## config.mk

```make
export PLATFORM = sky130hd
export DESIGN_NAME = logic_unit_seq
export DESIGN_NICKNAME = d
export VERILOG_FILES = /design/src/rtl/logic_unit_seq.sv
export SDC_FILE = /design/constraint.sdc
export NUM_CORES = 1
export LEC_CHECK = 0
export ABC_AREA = 0
export CORE_ASPECT_RATIO = 2
export CORE_MARGIN = 3
export CORE_UTILIZATION = 45
export DETAILED_ROUTE_END_ITERATION = 7
export GPL_ROUTABILITY_DRIVEN = 0
export GPL_TIMING_DRIVEN = 0
export HOLD_SLACK_MARGIN = 0.02
export PLACE_DENSITY = 0.67
export SKIP_LAST_GASP = 1
export SYNTH_ARGS = -nofsm -noshare
export SYNTH_HDL_FRONTEND = slang
export SYNTH_SLANG_ARGS = --single-unit
```

## constraint.sdc

```tcl
create_clock -name clk -period 8.4 [get_ports clk]
set_input_delay 1.68 -clock clk [delete_from_list [all_inputs] [get_ports clk]]
set_output_delay 1.68 -clock clk [all_outputs]
set_load 0.02 [all_outputs]
```

## src/rtl/logic_unit_seq.sv

```systemverilog
// logic_unit_seq: multi-cycle bitwise logic unit.
// It applies one of eight bitwise operations to two latched operands, CHUNK bits per cycle.
// The completed word is published on out, with zero and parity flags, together with a
// one-cycle done pulse.
module logic_unit_seq #(
  parameter int WIDTH = 32,
  parameter int CHUNK = 8
) (
  input  logic             clk,
  input  logic             rst_n,
  input  logic             start,
  input  logic [2:0]       op,
  input  logic [WIDTH-1:0] a,
  input  logic [WIDTH-1:0] b,
  output logic             busy,
  output logic             done,
  output logic [WIDTH-1:0] out,
  output logic             zero,
  output logic             parity
);

  localparam int NCHUNK = WIDTH / CHUNK;
  localparam int CW     = (NCHUNK > 1) ? $clog2(NCHUNK) : 1;
  localparam logic [CW-1:0] LAST_CNT = CW'(NCHUNK - 1);

  typedef enum logic [1:0] {
    IDLE = 2'd0,
    RUN  = 2'd1,
    DONE = 2'd2
  } state_t;

  state_t           state;
  state_t           state_next;
  logic [CW-1:0]    cnt;
  logic [2:0]       op_reg;
  logic [WIDTH-1:0] a_reg;
  logic [WIDTH-1:0] b_reg;
  logic [WIDTH-1:0] acc;
  logic [WIDTH-1:0] acc_next;
  logic [WIDTH-1:0] full_res;
  logic             last_chunk;

  assign last_chunk = (cnt == LAST_CNT);
  assign busy       = (state == RUN);
  assign done       = (state == DONE);

  // State register; reset drops straight back to IDLE, which abandons any operation in flight
  always_ff @(posedge clk or negedge rst_n) begin
    if (!rst_n) begin
      state <= IDLE;
    end else begin
      state <= state_next;
    end
  end

  // Next-state logic: start is honoured only in IDLE, and DONE always lasts a single cycle
  always_comb begin
    state_next = state;
    case (state)
      IDLE: if (start) state_next = RUN;
      RUN:  if (last_chunk) state_next = DONE;
      DONE: state_next = IDLE;
      default: state_next = IDLE;
    endcase
  end

  // Whole-word result of the latched operation; the chunk merge below keeps only the current slice
  always_comb begin
    full_res = '0;
    case (op_reg)
      3'b000: full_res = a_reg & b_reg;
      3'b001: full_res = a_reg | b_reg;
      3'b010: full_res = a_reg ^ b_reg;
      3'b011: full_res = ~(a_reg ^ b_reg);
      3'b100: full_res = ~(a_reg & b_reg);
      3'b101: full_res = ~(a_reg | b_reg);
      3'b110: full_res = ~a_reg;
      3'b111: full_res = a_reg;
      default: full_res = '0;
    endcase
  end

  // Insert the chunk selected by the counter into the accumulator
  always_comb begin
    acc_next = acc;
    for (int k = 0; k < NCHUNK; k++) begin
      if (cnt == CW'(k)) begin
        acc_next[k*CHUNK +: CHUNK] = full_res[k*CHUNK +: CHUNK];
      end
    end
  end

  // Datapath: operands are captured at acceptance so later input changes cannot disturb the run.
  // out, zero and parity change only when the final chunk lands.
  always_ff @(posedge clk or negedge rst_n) begin
    if (!rst_n) begin
      cnt    <= '0;
      op_reg <= '0;
      a_reg  <= '0;
      b_reg  <= '0;
      acc    <= '0;
      out    <= '0;
      zero   <= 1'b1;
      parity <= 1'b0;
    end else begin
      case (state)
        IDLE: begin
          if (start) begin
            a_reg  <= a;
            b_reg  <= b;
            op_reg <= op;
            cnt    <= '0;
            acc    <= '0;
          end
        end
        RUN: begin
          acc <= acc_next;
          if (last_chunk) begin
            out    <= acc_next;
            zero   <= ~|acc_next;
            parity <= ^acc_next;
          end else begin
            cnt <= cnt + 1'b1;
          end
        end
        default: begin
        end
      endcase
    end
  end

endmodule

```

# == Word level (Yosys, flattened, before mapping) ==
# Index checks and enable logic that the tools add are counted.
# Widths: inputs -> output; s select.
# totals
reg_bits,137
in_bits,70
output_inout_bits,36
elab_cells,57
# classes
add_sub_neg,1
eq_ne,15
mux,13
n_bitwise,7
n_reduce_logical,12
# ops
operator,count
$pmux 32 s8,1
$not 32->32,4
$pmux 32 s2,1
$and 32x32->32,1
$mux 32,1
$mux 8,4
$or 32x32->32,1
$reduce_or 32->1,1
$reduce_xor 32->1,1
$xor 32x32->32,1
$eq 3x3->1 const B,4
$mux 2,4
$pmux 2 s2,2
$reduce_and 2->1,4
$eq 2x2->1 const B,3
$eq 3x2->1 const B,2
$eq 2x1->1 const B,2
$logic_not 2->1,2
$ne 2x2->1 const B,2
$eq 3x1->1 const B,1
$logic_not 3->1,1
$reduce_and 3->1,1
$add 2x1->2 const B,1
$ne 2x1->1 const B,1
other kinds (2),2

# == Depth between registers and ports, before layout ==
# Gate-level depths: netlist of run 1.
# depth
depth_word,6
depth_mapped,20
depth_no_buf,17

# == Worst setup path before layout of run 1 ==
# No wires, ideal clock.
# synth_timing
path_type,register -> register
start,reg op_reg[0]
end,reg parity
setup_ns,0.077
t_arrival_ns,3.492
t_required_ns,8.323
path_slack_ns,4.831
path_stages_with_launch,17
path_buffers,3
synth_period_minus_slack_ns,3.569
cell_sequence,dfrtp_1 -> buf_4 -> buf_2 -> buf_2 -> o21ai_0 -> mux4_2 -> o211a_1 -> a21oi_1 -> ha_1 -> xnor2_1 -> xnor2_1 -> xnor2_1 -> xnor2_1 -> xnor2_1 -> xnor2_1 -> xnor3_1 -> o21ai_1
# synth_via
elab_chain_len,4
word_cells_on_any_way,14
cone_classes,eq/ne: 7; mux: 5; reduce/logical: 2
# synth_lines
item,line,text
from (decl),35,logic [2:0] op_reg;
from (signal assigned),111,op_reg <= op;
$eq 3x3->1 (tied with other cells),70,case (op_reg)
$pmux 32 s8 *,70,
$mux 8,87,if (cnt == CW'(k)) begin
$reduce_xor 32->1 *,121,parity <= ^acc_next;
to (signal assigned),121,
to (decl),19,output logic parity
# Mark *: on every way between the ends. The rest lies on a longest branch, timed or not.
# A chain may end at the register's enable or synchronous reset.

# == Final worst setup path of run 1 ==
# Ends and elaborated chain as after synthesis.

==> results of run 1 <==
## kinds of logic (layout without fill, tap and decap cells)
kind of cell,after synthesis,count (layout)
AO/OA/AOI/OAI,290,290
AND/OR/NAND/NOR,257,257
buffers and inverters,139,277
flip-flops,137,137
adder cells (fa/ha/maj),79,79
XOR/XNOR,46,46
multiplexers,31,31
## cell usage after synthesis, drive strengths merged (7+ instances only)
cell | n | share of area (%)
nand4 | 9 | 0.65
clkbuf | 28 | 1.2
nand3 | 7 | 0.40
a22o | 9 | 0.91
xnor2 | 37 | 3.7
buf | 35 | 2.3
dfrtp | 136 | 39
ha | 79 | 11
a221oi | 11 | 1.5
nor2b | 15 | 1.1
and3 | 7 | 0.51
nor2 | 45 | 1.9
inv | 75 | 3.2
mux2 | 12 | 1.6
o21ai | 149 | 8.6
mux2i | 15 | 1.7
a21o | 8 | 0.69
xor2 | 7 | 0.71
nand2 | 154 | 6.7
a31oi | 7 | 0.68
o22ai | 14 | 1.0
a21oi | 60 | 3.5
## final cells by class
| cell class | instances | area, um2 |
|---|---|---|
| well taps | 255 | 319.1 |
| clock buffers | 20 | 446.7 |
| plain buffers | 63 | 302.8 |
| multi-input cells | 703 | 4649 |
| inverters | 76 | 285.3 |
| fillers | 1780 | 8204 |
| clock inverters | 12 | 116.4 |
| flip-flops and latches | 137 | 3430 |
| repair buffers | 106 | 1080 |
## critical path: cells and delay by family (launching register included)
| family | cells | cell delay (ns) |
|---|---|---|
| simple gates | 1 | 0.28 |
| fa+ha+maj | 1 | 0.30 |
| flops | 1 | 0.44 |
| buf+inv | 3 | 1.17 |
| xor+xnor | 7 | 1.64 |
| compound gates | 5 | 0.84 |
## worst max-delay path by stage
| stage | slack [ns] | end | cells past startpoint |
|---|---|---|---|
| after detailed placement | 3.75 | parity | 17 |
| after global placement | 0.16 | a_reg[21] | 1 |
| after global routing | 3.44 | parity | 17 |
| final | 3.65 | parity | 17 |
| after floorplan | 4.83 | parity | 16 |
| after CTS | 3.74 | parity | 17 |
## per-stage QoR
step | cell area (um2) | hold WS [ns]
2_1_floorplan | 8667 | 0.4422
3_3_place_gp | 10040 | 0.4577
3_5_place_dp | 10070 | 0.4651
4_1_cts | 10630 | 0.4788
5_1_grt | 10630 | 0.5023
6_report | 10630 | 0.4721
## routing by layer
layer  vias to the layer above  wire (um)
li1                       3607          -
met2                       290      13490
met5                         -          0
met1                      3682       9693
met4                         0       1171
met3                        69       1285
==> metrics.txt, run 1 <==
# TYPE chip_impl_metric gauge
chip_impl_info{name="type_of_element_capturing_the_critical_path",value="register"} 1
chip_impl_metric{name="dp_worst_setup_slack",unit="ns"} 3.753
chip_impl_metric{name="post_synth_inst_count",unit=""} 979
chip_impl_metric{name="final_layout_size_suffix_gt1_share",unit="%"} 7.520
chip_impl_metric{name="synthSimpleGateAreaFrac",unit="%"} 12.72
chip_impl_metric{name="numCtsBuffers",unit=""} 17
chip_impl_metric{name="grt_pass1_wl",unit="um"} 40710
chip_impl_metric{name="yosys_register_bits",unit=""} 137
chip_impl_metric{name="finish.cell_count_without_fillers",unit=""} 1372
chip_impl_metric{name="final_hold_vio_count",unit=""} 0
chip_impl_metric{name="finalNetCount",unit=""} 1253
chip_impl_metric{name="port_buffers",unit=""} 105
chip_impl_info{name="main_combinational_cell_family_by_area_after_synthesis",value="compound AO/OA/AOI/OAI gates"} 1
chip_impl_metric{name="place.detailed.instances",unit=""} 1340
chip_impl_metric{name="synth_edf_count",unit=""} 0
chip_impl_metric{name="ys_seq_area_share",unit="%"} 39.57
chip_impl_metric{name="clkTransAtPathRegs",unit="ns"} 0.06
chip_impl_metric{name="tritoncts_num_sinks",unit=""} 137
chip_impl_metric{name="post-route-drc-count",unit=""} 0
chip_impl_metric{name="postSynth.asyncResetShare",unit="%"} 100.0
chip_impl_metric{name="die_area",unit="mm2"} 0.02106
chip_impl_metric{name="worstPathRequired",unit="ns"} 8.75
chip_impl_info{name="tritoncts",value="yes"} 1
chip_impl_metric{name="drt-pass1-iter-count",unit=""} 5
chip_impl_metric{name="muxShareOfSynthArea",unit="%"} 4.331
chip_impl_info{name="min_delay_worst_endpoint",value="out[29]"} 1
chip_impl_metric{name="via_count_of_the_first_global_routing_pass",unit=""} 7766
chip_impl_metric{name="wire_per_inst",unit="um"} 18.69
chip_impl_metric{name="die_w",unit="um"} 104.1
chip_impl_metric{name="yosysWarningCount",unit=""} 0
chip_impl_metric{name="diodes",unit=""} 0
chip_impl_info{name="ctsRootBufferMaster",value="clkbuf_16"} 1
chip_impl_metric{name="synthDistinctLibCells",unit=""} 61
chip_impl_metric{name="drtAntennaViolNets",unit=""} 0
chip_impl_info{name="critPathKind",value="register to register"} 1
chip_impl_info{name="run_status",value="finished, final reports clean"} 1
chip_impl_metric{name="insertion_delay",unit="ns"} 0.42
chip_impl_metric{name="xor_xnor_cell_area_share_of_the_yosys_netlist",unit="%"} 4.966
chip_impl_metric{name="postCtsHoldBufs",unit=""} 0
chip_impl_metric{name="post_cts_resize_count",unit=""} 0
chip_impl_metric{name="detailedPlacementHpwl",unit="um"} 19510
chip_impl_metric{name="antenna_found_initial",unit=""} 0
chip_impl_info{name="top_usage_layer",value="met2"} 1
chip_impl_info{name="hold_start",value="out[29]"} 1
chip_impl_metric{name="postCtsSetupRepairBufs",unit=""} 0
chip_impl_metric{name="overflow",unit=""} 0
chip_impl_metric{name="grt_start_max_net_pins",unit=""} 99
chip_impl_metric{name="globalRouteMet2Util",unit="%"} 45.09
chip_impl_metric{name="worst-endpoint-arrival",unit="ns"} 5.10
chip_impl_info{name="crit-reg2reg-launch",value="op_reg[0]"} 1
chip_impl_metric{name="synth_adder_area_share",unit="%"} 11.40
chip_impl_metric{name="finalCoreUtilization",unit="%"} 56.44
chip_impl_metric{name="detailedRoute.firstIterationViolations",unit=""} 539
chip_impl_info{name="worstSetupStartpointType",value="register"} 1
chip_impl_metric{name="transition_at_the_pin_with_the_smallest_max_transition_slack",unit="ns"} 0.8949
chip_impl_metric{name="placementRows",unit=""} 71
chip_impl_info{name="worst_path_max_delay_cell",value="clkbuf_1"} 1
chip_impl_metric{name="period_minus_slack",unit="ns"} 4.748
chip_impl_info{name="postSynth.topFlopCell",value="dfrtp_1"} 1
chip_impl_info{name="worst_path_most_repeated_cell",value="xnor2_1"} 1
chip_impl_metric{name="finalSetupViolCount",unit=""} 0
chip_impl_metric{name="post_synth_instance_area",unit="mm2"} 0.008667
chip_impl_metric{name="vias",unit=""} 7648
chip_impl_metric{name="totalNegativeSetupSlack",unit="ns"} 0
chip_impl_metric{name="finalMaxSlewViolations",unit=""} 0
chip_impl_metric{name="cts_max_path_buffers",unit=""} 2
chip_impl_metric{name="hold_path_depth",unit=""} 2
chip_impl_metric{name="achievable-frequency",unit="GHz"} 0.2106
chip_impl_metric{name="met1_usage",unit="%"} 27.56
chip_impl_metric{name="area_growth_syn_to_layout",unit="%"} 22.64
chip_impl_metric{name="track_usage",unit="%"} 24.59
chip_impl_metric{name="route.final.wire_length",unit="um"} 25640
chip_impl_metric{name="initial_util",unit="%"} 46.02
chip_impl_metric{name="post_synth.cell_area_avg",unit="um2"} 8.853
chip_impl_metric{name="crit_path_max_incr_delay",unit="ns"} 0.55
chip_impl_metric{name="synth_compound_gate_area_share",unit="%"} 20.23
chip_impl_metric{name="cts_max_level",unit=""} 4
chip_impl_metric{name="worst_slack",unit="ns"} 3.652
chip_impl_info{name="most-common-layout-cells",value="nand2_1, dfrtp_1, o21ai_0"} 1
chip_impl_metric{name="core_region_area",unit="mm2"} 0.01883
chip_impl_info{name="worstHoldPathType",value="register to register"} 1
chip_impl_info{name="final_common_cell",value="nand2_1"} 1
chip_impl_metric{name="worst-path-max-fanout",unit=""} 10
chip_impl_info{name="timing.critical_path.cells",value="inv_2, buf_1, clkbuf_1, o21ai_0, a221oi_1, a221oi_1, nor3_1, a21oi_1, ha_1, xnor2_1, xnor2_1, xnor2_1, xnor2_1, xnor2_1, xnor2_1, xnor3_1, o21ai_1"} 1
chip_impl_info{name="rsz0062_at_grt",value="false"} 1
chip_impl_metric{name="grtUsageMet3",unit="%"} 3.484
chip_impl_metric{name="timing.reg2reg.worst_path_depth",unit=""} 17
chip_impl_info{name="critical_path.startpoint",value="op_reg[0]"} 1
chip_impl_metric{name="vias_per_cell",unit=""} 5.574
chip_impl_metric{name="synth.net_count",unit=""} 1128
chip_impl_metric{name="period_share",unit="%"} 56.53
chip_impl_info{name="worst_r2r_endpoint",value="parity"} 1
chip_impl_metric{name="die_h",unit="um"} 202.3
chip_impl_metric{name="setup_skew",unit="ns"} 0.007778
chip_impl_metric{name="rrSetupSlack",unit="ns"} 3.65
chip_impl_metric{name="design.portCount",unit=""} 106
chip_impl_metric{name="number_of_max_cap_violations",unit=""} 0
chip_impl_metric{name="slew_headroom",unit="%"} 40.21
Power of run 1 is not shown: default switching activity piles up to over one toggle a cycle in this logic, so the estimate is an artifact.
==> run 2, diff against run 1 <==
==> constraint.sdc (replaced) <==
create_clock -name clk -period 4.43 [get_ports clk]
set_input_delay 0.886 -clock clk [delete_from_list [all_inputs] [get_ports clk]]
set_output_delay 0.886 -clock clk [all_outputs]
set_load 0.02 [all_outputs]
==> run 2 against run 1 <==
Non-clock buffer count shrank 3; flip-flop and latch count unchanged; core utilization is 0.24 points higher; global-route usage barely moved; largest cell class unchanged; hold slack got worse by 0.11 ns; via count shrank 0.64%; wire length is 0.23% lower; fmax up 13%; critical path depth unchanged; cell count fell by 0.22%; sequential share of layout area down 0.14 points.
==> metrics.txt, run 2 (synthesized netlist as in run 1, its figures left out) <==
# TYPE chip_impl_metric gauge
chip_impl_metric{name="p_leak",unit="nW"} 4.810
chip_impl_info{name="worst_path_max_delay_cell",value="xnor3_1"} 1
chip_impl_metric{name="finalMaxSlewViolations",unit=""} 0
chip_impl_metric{name="power",unit="mW"} 10.54
chip_impl_metric{name="vias",unit=""} 7599
chip_impl_metric{name="detailedPlacementHpwl",unit="um"} 19510
chip_impl_info{name="critPathKind",value="register to register"} 1
chip_impl_metric{name="tritoncts_num_sinks",unit=""} 137
chip_impl_metric{name="drtAntennaViolNets",unit=""} 0
chip_impl_metric{name="register_area",unit="mm2"} 0.003430
chip_impl_metric{name="vdd.ir_drop.worst",unit="V"} 0.0007728
chip_impl_info{name="worstSetupStartpointType",value="register"} 1
chip_impl_metric{name="vias_per_cell",unit=""} 5.551
chip_impl_metric{name="clkTransAtPathRegs",unit="ns"} 0.06
chip_impl_metric{name="cts_max_level",unit=""} 4
chip_impl_metric{name="crit_path_max_incr_delay",unit="ns"} 0.49
chip_impl_metric{name="n_fill_cell",unit=""} 1775
chip_impl_metric{name="route.final.wire_length",unit="um"} 25580
chip_impl_metric{name="core_region_area",unit="mm2"} 0.01883
chip_impl_metric{name="finalInstanceArea",unit="mm2"} 0.01067
chip_impl_info{name="worstHoldPathType",value="primary input to asynchronous set/reset pin"} 1
chip_impl_info{name="rsz0062_at_grt",value="false"} 1
chip_impl_metric{name="overflow",unit=""} 0
chip_impl_metric{name="number_of_max_cap_violations",unit=""} 0
chip_impl_metric{name="worst-path-max-fanout",unit=""} 10
chip_impl_metric{name="finalHoldWorstSlack",unit="ns"} 0.3669
chip_impl_metric{name="period_share",unit="%"} 94.65
chip_impl_metric{name="combPwrFrac",unit="%"} 66.2
chip_impl_metric{name="worstPathRequired",unit="ns"} 4.78
chip_impl_metric{name="power_density",unit="mW/mm2"} 987.3
chip_impl_info{name="run_status",value="finished, final reports clean"} 1
chip_impl_metric{name="area_growth_syn_to_layout",unit="%"} 23.16
chip_impl_metric{name="design.portCount",unit=""} 106
chip_impl_info{name="final_common_cell",value="nand2_1"} 1
chip_impl_info{name="type_of_element_capturing_the_critical_path",value="register"} 1
chip_impl_metric{name="cts_max_path_buffers",unit=""} 2
chip_impl_metric{name="via_count_of_the_first_global_routing_pass",unit=""} 7772
chip_impl_metric{name="p_int",unit="mW"} 5.681
chip_impl_info{name="ctsRootBufferMaster",value="clkbuf_16"} 1
chip_impl_metric{name="final_layout_size_suffix_gt1_share",unit="%"} 8.348
chip_impl_metric{name="die_w",unit="um"} 104.1
chip_impl_metric{name="grt_pass1_wl",unit="um"} 40760
chip_impl_metric{name="port_buffers",unit=""} 105
chip_impl_metric{name="setup_skew",unit="ns"} 0.01013
chip_impl_metric{name="antenna_found_initial",unit=""} 0
chip_impl_metric{name="worst-endpoint-arrival",unit="ns"} 4.54
chip_impl_metric{name="diodes",unit=""} 0
chip_impl_metric{name="die_h",unit="um"} 202.3
chip_impl_metric{name="die_area",unit="mm2"} 0.02106
chip_impl_metric{name="achievable-frequency",unit="GHz"} 0.2385
chip_impl_metric{name="share_clk_of_total_power",unit="%"} 13.1
chip_impl_metric{name="seq_power_share",unit="%"} 20.7
chip_impl_metric{name="placed_area",unit="mm2"} 0.01007
chip_impl_info{name="timing.critical_path.cells",value="buf_4, buf_2, clkbuf_4, nor2b_4, a21oi_1, o22ai_1, o21ai_0, a31oi_1, a21oi_1, ha_1, xor2_1, xnor2_1, xnor2_2, xnor2_1, xnor2_1, xnor3_1, o21ai_1"} 1
chip_impl_info{name="tritoncts",value="yes"} 1
chip_impl_info{name="most-common-layout-cells",value="nand2_1, dfrtp_1, o21ai_0"} 1
chip_impl_metric{name="wire_per_inst",unit="um"} 18.68
chip_impl_metric{name="track_usage",unit="%"} 24.62
chip_impl_metric{name="finalSetupViolCount",unit=""} 0
chip_impl_metric{name="post-route-drc-count",unit=""} 0
chip_impl_metric{name="numCtsBuffers",unit=""} 17
chip_impl_metric{name="finalNetCount",unit=""} 1250
chip_impl_metric{name="transition_at_the_pin_with_the_smallest_max_transition_slack",unit="ns"} 0.9133
chip_impl_metric{name="placementRows",unit=""} 71
chip_impl_metric{name="final_hold_vio_count",unit=""} 0
chip_impl_metric{name="initial_util",unit="%"} 46.02
chip_impl_metric{name="switching_share",unit="%"} 46.09
chip_impl_metric{name="insertion_delay",unit="ns"} 0.43
chip_impl_metric{name="power_switching",unit="mW"} 4.857
chip_impl_info{name="worst_path_most_repeated_cell",value="xnor2_1"} 1
chip_impl_metric{name="slew_headroom",unit="%"} 38.98
chip_impl_metric{name="multi_input_area",unit="mm2"} 0.004672
chip_impl_metric{name="period_minus_slack",unit="ns"} 4.193
chip_impl_metric{name="grt_start_max_net_pins",unit=""} 99
chip_impl_metric{name="drt-pass1-iter-count",unit=""} 5
chip_impl_metric{name="detailedRoute.firstIterationViolations",unit=""} 486
[run 2: cell count changes in the layout (fill, tap and decap cells not counted), moves of 2 or more]
cell,delta
clkbuf_1,-6
clkbuf_4,+7
clkbuf_2,+5
buf_1,-2
buf_2,-8
nor2b_1,-2
nor2b_4,+2
[run 2: power by group through the flow]
| stage | Clock (mW) | Sequential [mW] | Combinational, mW |
|---|---|---|---|
| final | 1.38 | 2.18 | 6.98 |
| after global routing | 1.44 | 2.25 | 7.61 |
| after CTS | 1.40 | 2.18 | 6.95 |
| after detailed placement | 0 | 2.20 | 6.62 |
| after global placement | 0 | 2.17 | 6.48 |
| after floorplan | 0 | 2.28 | 4.88 |
[run 2: layer usage]
metal	GRT usage, %	vias to the layer above	routed length, um
li1	-	3601	-
met1	27.59	3663	9816
met3	3.611	64	1129
met5	0	-	0
met2	44.97	271	13540
met4	12.36	0	1089
[run 2: area by class of cell]
cell class / count / area share [%]
clock buffer: 20 / 4.185
multi-input combinational: 703 / 43.77
sequential: 137 / 32.13
buffer: 60 / 3.013
clock inverter: 12 / 1.090
inverter: 76 / 2.708
timing repair buffer: 106 / 10.12
tap: 255 / 2.989
[run 2: path summary, 6_finish.rpt]
check	startpoint	to	slack [ns]	depth (start not counted)
max in group asynchronous	rst_n	acc[5]	3.20	2
min in group clk	out[29]	out[29]	0.47	2
setup / recovery	op_reg[2]	parity	0.24	17
setup reg to reg	op_reg[2]	parity	0.24	17
hold reg to reg	out[29]	out[29]	0.47	2
hold / removal	rst_n	b_reg[11]	0.37	1
[run 2: repair_timing]
action                     4_1_cts  5_1_grt
pin swaps                        0        0
hold buffers                     0        0
resized for setup                6       21
setup endpoints to repair        1        1
buffers inserted                 0        0
[run 2: critical path: cells and delay by family (launching register included)]
kind	cells	cell delay, ns
AO/OA/AOI/OAI	6	0.99
XOR/XNOR	6	1.46
adder cells (fa/ha/maj)	1	0.32
buffers and inverters	3	0.72
flip-flops	1	0.32
AND/OR/NAND/NOR	1	0.31
[run 2: metrics by stage]
stage | util [%] | std cells | worst slack [ns] | TNS, ns
3_3_place_gp | 53.30 | 1339 | -3.019 | -410.26
4_1_cts | 56.53 | 1372 | 0.007356 | 0
6_report | 56.68 | 1369 | 0.2372 | 0
3_5_place_dp | 53.45 | 1340 | -0.2171 | -0.2171
5_1_grt | 56.68 | 1369 | 0.02555 | 0
2_1_floorplan | - | 979 | 0.8614 | 0
Note: power is estimated with default switching activity, not from simulation.
==> run 3, diff against run 2 <==
--- a/config.mk
+++ b/config.mk
@@ -7,10 +7,9 @@
 export LEC_CHECK = 0
 export ABC_AREA = 0
 export CORE_ASPECT_RATIO = 2
-export CORE_MARGIN = 3
 export CORE_UTILIZATION = 45
 export DETAILED_ROUTE_END_ITERATION = 7
-export GPL_ROUTABILITY_DRIVEN = 0
+export GPL_ROUTABILITY_DRIVEN = 1
 export GPL_TIMING_DRIVEN = 0
 export HOLD_SLACK_MARGIN = 0.02
 export PLACE_DENSITY = 0.67
==> run 3 against run 2 <==
Critical path depth decreased by 3; critical path type unchanged; hold slack improved by 0.012 ns; count of clock-buffer cells in the layout shrank 1; first-iteration DRC count is 14% lower; clock skew rose by 0.00075 ns; fmax decreased by 1.4%; critical endpoint unchanged; largest cell class unchanged; cell count unchanged; flip-flop and latch count is the same.
==> metrics.txt, run 3 (synthesized netlist as in run 1, its figures left out) <==
# TYPE chip_impl_metric gauge
chip_impl_metric{name="worst-endpoint-arrival",unit="ns"} 4.62
chip_impl_metric{name="post-route-drc-count",unit=""} 0
chip_impl_metric{name="diodes",unit=""} 0
chip_impl_metric{name="vias_per_cell",unit=""} 5.573
chip_impl_metric{name="drt-pass1-iter-count",unit=""} 5
chip_impl_metric{name="period_minus_slack",unit="ns"} 4.252
chip_impl_info{name="worst_path_most_repeated_cell",value="xnor2_1"} 1
chip_impl_metric{name="via_count_of_the_first_global_routing_pass",unit=""} 7466
chip_impl_info{name="top_usage_layer",value="met2"} 1
chip_impl_metric{name="port_buffers",unit=""} 105
chip_impl_metric{name="slew_headroom",unit="%"} 40.01
chip_impl_metric{name="wire_per_inst",unit="um"} 18.74
chip_impl_metric{name="final_hold_vio_count",unit=""} 0
chip_impl_metric{name="crit_path_max_incr_delay",unit="ns"} 0.57
chip_impl_info{name="worstHoldPathType",value="primary input to asynchronous set/reset pin"} 1
chip_impl_metric{name="die_w",unit="um"} 100.1
chip_impl_info{name="crit_family",value="XOR/XNOR gates"} 1
chip_impl_metric{name="postCtsSetupRepairBufs",unit=""} 0
chip_impl_metric{name="globalplace.congestion",unit=""} 0.9122
chip_impl_metric{name="placementRows",unit=""} 71
chip_impl_metric{name="setup_skew",unit="ns"} 0.01088
chip_impl_metric{name="final_layout_size_suffix_gt1_share",unit="%"} 8.438
chip_impl_metric{name="multi_input_area",unit="mm2"} 0.004679
chip_impl_metric{name="period_share",unit="%"} 95.98
chip_impl_metric{name="timing.reg2reg.worst_path_depth",unit=""} 14
chip_impl_metric{name="met1_usage",unit="%"} 30.45
chip_impl_metric{name="worst-path-max-fanout",unit=""} 10
chip_impl_metric{name="die_h",unit="um"} 198.3
chip_impl_metric{name="clkTransAtPathRegs",unit="ns"} 0.06
chip_impl_metric{name="finalNetCount",unit=""} 1250
chip_impl_metric{name="worst_slack",unit="ns"} 0.1779
chip_impl_metric{name="area_growth_syn_to_layout",unit="%"} 23.65
chip_impl_metric{name="detailedPlacementHpwl",unit="um"} 19360
chip_impl_metric{name="worstPathRequired",unit="ns"} 4.80
chip_impl_metric{name="grt_pass1_wl",unit="um"} 39940
chip_impl_metric{name="antenna_found_initial",unit=""} 0
chip_impl_metric{name="number_of_max_cap_violations",unit=""} 0
chip_impl_metric{name="critical_path_cell_count",unit=""} 14
chip_impl_metric{name="drtAntennaViolNets",unit=""} 0
chip_impl_metric{name="initial_util",unit="%"} 46.02
chip_impl_metric{name="transition_at_the_pin_with_the_smallest_max_transition_slack",unit="ns"} 0.8980
chip_impl_metric{name="overflow",unit=""} 0
chip_impl_metric{name="vias",unit=""} 7629
chip_impl_metric{name="design.portCount",unit=""} 106
chip_impl_metric{name="achievable-frequency",unit="GHz"} 0.2352
chip_impl_metric{name="detailedRoute.firstIterationViolations",unit=""} 420
chip_impl_info{name="type_of_element_capturing_the_critical_path",value="register"} 1
chip_impl_info{name="ctsRootBufferMaster",value="clkbuf_16"} 1
chip_impl_metric{name="core_region_area",unit="mm2"} 0.01883
chip_impl_info{name="final_common_cell",value="nand2_1"} 1
chip_impl_metric{name="grt_start_max_net_pins",unit=""} 89
chip_impl_metric{name="cts_max_path_buffers",unit=""} 2
chip_impl_info{name="critPathKind",value="register to register"} 1
chip_impl_metric{name="timing.critical_path.buf_inv",unit=""} 3
chip_impl_metric{name="numCtsBuffers",unit=""} 17
chip_impl_metric{name="grtUsageMet3",unit="%"} 4.801
chip_impl_info{name="run_status",value="finished, final reports clean"} 1
chip_impl_metric{name="die_area",unit="mm2"} 0.01985
chip_impl_metric{name="finalSetupViolCount",unit=""} 0
chip_impl_metric{name="insertion_delay",unit="ns"} 0.45
chip_impl_info{name="most-common-layout-cells",value="nand2_1, dfrtp_1, o21ai_0"} 1
chip_impl_metric{name="route.final.wire_length",unit="um"} 25650
chip_impl_metric{name="postCtsHoldBufs",unit=""} 0
chip_impl_info{name="worst_path_max_delay_cell",value="clkbuf_1"} 1
chip_impl_metric{name="tritoncts_num_sinks",unit=""} 137
chip_impl_info{name="rsz0062_at_grt",value="false"} 1
chip_impl_metric{name="register_area",unit="mm2"} 0.003430
chip_impl_info{name="worstSetupStartpointType",value="register"} 1
chip_impl_metric{name="cts_max_level",unit=""} 4
chip_impl_metric{name="track_usage",unit="%"} 26.96
chip_impl_info{name="tritoncts",value="yes"} 1
chip_impl_metric{name="rrSetupSlack",unit="ns"} 0.18
chip_impl_info{name="timing.critical_path.cells",value="inv_1, ha_1, clkbuf_1, inv_1, o31a_1, ha_1, xnor2_1, xnor2_1, xnor2_1, xnor2_2, xnor2_1, xnor2_1, xnor3_1, o21ai_1"} 1
chip_impl_metric{name="globalRouteMet2Util",unit="%"} 48.07
chip_impl_metric{name="finalCoreUtilization",unit="%"} 56.90
chip_impl_metric{name="dp_worst_setup_slack",unit="ns"} -0.2479
chip_impl_metric{name="finalMaxSlewViolations",unit=""} 0
chip_impl_metric{name="n_fill_cell",unit=""} 1767
run 3: changes by cell type in the layout (fill, tap and decap cells not counted), sizes merged:
cell	before	now
clkinv	2	6
clkbuf	54	49
clkinvlp	6	3
bufinv	1	3
buf	28	32
inv	79	77
run 3: final timing paths:
path | from | endpoint
max | cnt[0] | parity
min | rst_n | a_reg[20]
max reg2reg | cnt[0] | parity
min in group clk | out[8] | out[8]
max in group asynchronous | rst_n | acc[8]
min reg2reg | out[8] | out[8]
run 3: routing by layer:
| layer | vias up | share of wire, % |
|---|---|---|
| met5 | - | 0 |
| met4 | 0 | 4.5 |
| met3 | 79 | 4.3 |
| met2 | 275 | 53 |
| met1 | 3677 | 38 |
| li1 | 3598 | - |
run 3: final cells by class:
| type | count | share of cell area [%] |
|---|---|---|
| clock buffer | 19 | 4.040 |
| clock inverter | 13 | 1.600 |
| timing repair buffer | 106 | 10.08 |
| sequential | 137 | 32.00 |
| buffer | 60 | 2.942 |
| inverter | 76 | 2.697 |
| tap | 255 | 2.977 |
| multi-input combinational | 703 | 43.67 |
run 3: through the flow:
step,area (um2),setup TNS [ns],cells,hold slack (ns)
2_1_floorplan,8667,0,979,0.4422
3_3_place_gp,10040,-419.21,1339,0.4559
3_5_place_dp,10070,-0.2479,1340,0.4646
4_1_cts,10700,0,1372,0.3856
5_1_grt,10720,0,1369,0.4107
6_report,10720,0,1369,0.3785
run 3: worst reg2reg max path: cells and delay by family (launching register included):
family                     cells  cell delay, ns
buffers and inverters          3            0.91
AOI/OAI and AO/OA              2            0.55
adders and majority gates      2            0.69
xor gates and xnor gates       7            1.60
DFF                            1            0.42
run 3: timing repair:
action	in CTS	in global routing
setup endpoints to repair	1	1
resized for setup	10	13
gates cloned	0	0
Power of run 3 is left out for the same reason.
